--- src/rtl/rr_packet_mux.sv ---
// Packet-locking mux behind a round-robin arbiter.
// Whole packets are forwarded through one output register stage.
module rr_packet_mux #(
  parameter int NUM_REQ = 4,
  parameter int DATA_W  = 32
) (
  input  logic                      clk,
  input  logic                      rstn,
  input  logic [NUM_REQ-1:0]        in_valid,
  input  logic [NUM_REQ*DATA_W-1:0] in_data,
  input  logic [NUM_REQ-1:0]        in_last,
  output logic [NUM_REQ-1:0]        in_ready,
  output logic [NUM_REQ-1:0]        arb_req,
  input  logic [NUM_REQ-1:0]        arb_grant,
  output logic                      out_valid,
  output logic [DATA_W-1:0]         out_data,
  output logic                      out_last,
  output logic [NUM_REQ-1:0]        out_src,
  input  logic                      out_ready
);

  typedef enum logic {
    IDLE,
    LOCKED
  } state_t;

  state_t state, state_n;

  logic [NUM_REQ-1:0] sel, sel_n;
  logic [NUM_REQ-1:0] gsel, cand, take;
  logic [DATA_W-1:0]  mux_data;
  logic               mux_last;
  logic               load_en;
  logic               grant_ok;

  assign load_en  = !out_valid | out_ready;
  assign gsel     = arb_grant & in_valid;
  assign grant_ok = (arb_grant != '0) &&
                    ((arb_grant & (arb_grant - NUM_REQ'(1))) == '0);
  assign cand     = (state == LOCKED) ? sel : gsel;

  always_comb begin
    mux_data = '0;
    mux_last = 1'b0;
    for (int i = 0; i < NUM_REQ; i++) begin
      if (cand[i]) begin
        mux_data = mux_data | in_data[i*DATA_W +: DATA_W];
        mux_last = mux_last | in_last[i];
      end
    end
  end

  always_comb begin
    state_n  = state;
    sel_n    = sel;
    arb_req  = in_valid;
    in_ready = '0;
    take     = '0;
    unique case (state)
      IDLE: begin
        if (grant_ok && (gsel != '0) && load_en) begin
          in_ready = gsel;
          take     = gsel;
          if (!mux_last) begin
            sel_n   = gsel;
            state_n = LOCKED;
          end
        end
      end
      LOCKED: begin
        // Holding the request on sel keeps the arbiter parked there.
        arb_req = sel;
        if (load_en) begin
          in_ready = sel;
          take     = sel & in_valid;
          if ((take != '0) && mux_last) begin
            sel_n   = '0;
            state_n = IDLE;
          end
        end
      end
    endcase
    if (!rstn) in_ready = '0;
  end

  always_ff @(posedge clk or negedge rstn) begin
    if (!rstn) begin
      state <= IDLE;
      sel   <= '0;
    end else begin
      state <= state_n;
      sel   <= sel_n;
    end
  end

  always_ff @(posedge clk or negedge rstn) begin
    if (!rstn) begin
      out_valid <= 1'b0;
      out_data  <= '0;
      out_last  <= 1'b0;
      out_src   <= '0;
    end else if (take != '0) begin
      out_valid <= 1'b1;
      out_data  <= mux_data;
      out_last  <= mux_last;
      out_src   <= take;
    end else if (out_ready) begin
      out_valid <= 1'b0;
    end
  end

endmodule

--- config.mk ---
export PLATFORM = sky130hd
export DESIGN_NAME = rr_packet_mux
export DESIGN_NICKNAME = d
export VERILOG_FILES = /design/src/rtl/rr_packet_mux.sv
export SDC_FILE = /design/constraint.sdc
export NUM_CORES = 1
export LEC_CHECK = 0
export ABC_AREA = 0
export BUFFER_PORTS_ARGS = -buffer_cell sky130_fd_sc_hd__buf_2
export CELL_PAD_IN_SITES_DETAIL_PLACEMENT = 1
export CELL_PAD_IN_SITES_GLOBAL_PLACEMENT = 1
export CORE_MARGIN = 2
export CORE_UTILIZATION = 31
export DETAILED_ROUTE_END_ITERATION = 10
export GPL_TIMING_DRIVEN = 0
export PLACE_DENSITY_LB_ADDON = 0.1
export SLEW_MARGIN = 20
export SYNTH_ARGS = -nofsm -noshare
export SYNTH_HDL_FRONTEND = slang
export SYNTH_SLANG_ARGS = --single-unit
--- constraint.sdc ---
create_clock -name clk -period 3.01 [get_ports clk]
set_input_delay 0.602 -clock clk [delete_from_list [all_inputs] [get_ports clk]]
set_output_delay 0.602 -clock clk [all_outputs]
set_load 0.01 [all_outputs]
==> impl_metrics.toml <==
[outcome]
status = "finished clean"

[synth]
yosysWarnings = 0
ys_types = 40
synth-seq-area-share_pct = 40.0
synth.net_count = 440
synth_top_area_share_pct = 40.0
yosysTopAreaCell = "dfrtp_1"
synth_area_leaders = "dfrtp_1 40%, a22o_1 11%, a221oi_1 10%"
synth-seq-cells = 43
syn_area_sq_um = 2690
syn_area_per_cell_sq_um = 9.07
syn-instance-count = 297

[placement]
placed_cells = 588
dp_hpwl_um = 8360
gp_congestion = 0.879
numPortBuffers = 186

[detailed_routing]
drc_errors = 0
ant_nets = 0
wl_per_cell_um = 17.3
drt_first_pass_iters = 4
routed_via_density = 5.30
wl_um = 10300
drt_iter0_drc = 90
vias = 3158

[pwr]
power.total_mw = 3.22
peakVddDrop_uv = 269
leakage_nw = 1.93
power.density_nw_per_um2 = 832

[critical_path]
crit_type = "input pin to output port"
crit_slowest_cell = "or4b_4"
cp_cell_sequence = "buf_2, or4b_4, o311ai_0, nand2_1, a21oi_1, buf_2"
cp-end-kind = "output port"
critical_path.startpoint_type = "input pin"
critPathMaxFanout = 7
crit_required_ns = 2.41
r2r-start = "state"
r2r_end = "sel[1]"
cp_top_family = "simple AND/OR/NAND/NOR gates"
worstPathArrival_ns = 2.00
slowest_delay_ns = 0.57
crit_buf_inv = 2
cpMostUsedCell = "buf_2"
reg2regPathDepth = 6
r2r_slack_ns = 0.86

[cts]
ctsHoldBuffers = 0
cts_buffers = 5
root_buffer = "clkbuf_8"
cts_resized = 0
cts_setup_buffers = 0
tritoncts = "done"
clock_sinks = 43
htree_num_levels = 2
cts_buffer_depth = 2
insertion_delay_ns = 0.30
cts.clk_slew.worst_paths_ns = 0.08

[timing]
maxSlewHeadroom_pct = 37.2
post-route-period-util_pct = 86.4
clock_skew_ns = 0.00843
hold_violations = 0
tightest_slew_ns = 0.929
maxSlewViolCount = 0
fin_tns_setup_ns = 0
final-setup-viol-count = 0
min_period_ns = 2.60
clock.fmax_mhz = 385
rsz0062_at_grt = "false"

[die]
fp-row-count = 33
start_util_pct = 32.4
core_area_sq_um = 8300
dieArea_sq_um = 9450
pin_count = 189
dieHeight_um = 97.2
dieWidth_um = 97.2

[final_layout]
layout-drive-gt1-share_pct = 43.2
antenna_cells = 0
utilization_pct = 46.6
final_nets = 633
fin_cells = 596
fillers = 1051
area_growth_pct = 43.7

[run]
maxCapViolCount = 0

[global_routing]
grt.busiest_layer = "met2"
use_met3_pct = 5.40
antenna_found_initial = 0
grt_pass1_wl_um = 16800
grt_max_degree = 45
grt_pass1_vias = 3288
gr-total-overflow = 0
met1_usage_pct = 27.4
grtUsageTotal_pct = 22.0
met2_usage_pct = 38.5

[hold_path]
min_path_type = "input pin to asynchronous set/reset pin"
## sequential cells by signal, indices dropped and copies added (netlist names)
| name | count |
|---|---|
| out_last | 1 |
| out_valid | 1 |
| out_src | 4 |
| out_data | 32 |
| state | 1 |
| sel | 4 |
## worst register-to-register path: stages (launching register included)
cell	delay, ns
dfrtp_1	0.43
buf_2	0.24
nand3b_1	0.17
nor2_1	0.08
nor4_2	0.64
and2_1	0.30
o311ai_0	0.15
## how the worst max path moves through the flow
stage                      start          end  slack (ns)  depth (start not counted)
finish              arb_grant[0]  in_ready[0]        0.41                          6
floorplan           arb_grant[2]  in_ready[0]        0.70                          5
global placement            rstn  in_ready[0]        0.21                          4
global route        arb_grant[0]  in_ready[0]        0.33                          6
CTS                         rstn  in_ready[0]        0.17                          4
detailed placement          rstn  in_ready[0]        0.18                          4
## per-stage QoR
step | hold WS, ns | area [sq um] | setup WS [ns]
after floorplan | 0.306 | 2690 | 0.704
after global placement | 0.458 | 3750 | 0.206
after detailed placement | 0.466 | 3750 | 0.184
after CTS | 0.485 | 3870 | 0.169
after global routing | 0.322 | 3870 | 0.326
final | 0.293 | 3870 | 0.410
## layer usage
metal  vias up  wire length [um]  share of wire, %
met5         -                 0                 0
met4         0               107               1.0
met3        10               647               6.3
met2       123              5190                50
met1      1484              4390                42
li1       1541                 -                 -
## cell usage after synthesis, drive strengths merged
master / number
or3: 3
or4b: 2
a22o: 35
a21boi: 1
a21oi: 4
and3: 2
a31oi: 1
a221oi: 32
o21a: 1
nor4: 1
o311ai: 5
nand4b: 1
inv: 8
nand2b: 2
o32ai: 1
nand2: 48
clkbuf: 14
o31ai: 3
nand4: 1
nand3b: 1
nand3: 11
a22oi: 4
and2: 2
nor2b: 2
buf: 11
nor2: 8
xnor2: 1
a31o: 1
o21ai: 45
nor3: 1
o41ai: 2
dfrtp: 43
## layout by cell type (no fill, tap or decap), types with 2 or more instances in the layout
cell and count:
buf_2 190, nand2_1 48, dfrtp_1 43, a22o_1 35
a221oi_1 32, o21ai_1 30, clkbuf_1 14, o21ai_0 13
nand3_1 11, nor2_1 8, inv_1 8, buf_6 5
o311ai_0 5, clkbuf_8 5, a21oi_1 4, a22oi_1 4
or3_1 3, nand2b_1 2, nor2b_1 2, and3_1 2
o31ai_1 2, and2_1 2
## report_power, final
group          leakage [nW]  switching (mW)  internal, mW  total [mW]
Sequential            0.552           0.143         0.821       0.964
Combinational          1.32            1.04         0.757        1.80
Clock                0.0581           0.214         0.247       0.462
Total                  1.93            1.40          1.83        3.22
## cell type report
cell class                      count  area (sq um)  share of cell area [%]
Multi-Input combinational cell    221          1450                    37.4
Sequential cell                    43          1080                    27.8
Timing Repair Buffer              186           933                    24.1
Buffer                             25           138                    3.56
Tap cell                          105           131                    3.39
Clock buffer                        5          68.8                    1.78
Clock inverter                      3          43.8                    1.13
Inverter                            8          30.0                   0.776
## logic make-up (layout without fill, tap and decap cells)
| logic type | count (synthesis) | in the layout | synth area share, % |
|---|---|---|---|
| AO/OA/AOI/OAI | 135 | 135 | 38.7 |
| AND/OR/NAND/NOR | 85 | 85 | 14.8 |
| flip-flops | 43 | 43 | 40.0 |
| buffers and inverters | 33 | 227 | 6.23 |
| XOR/XNOR | 1 | 1 | 0.325 |
Power figures use the tool's default switching activity.
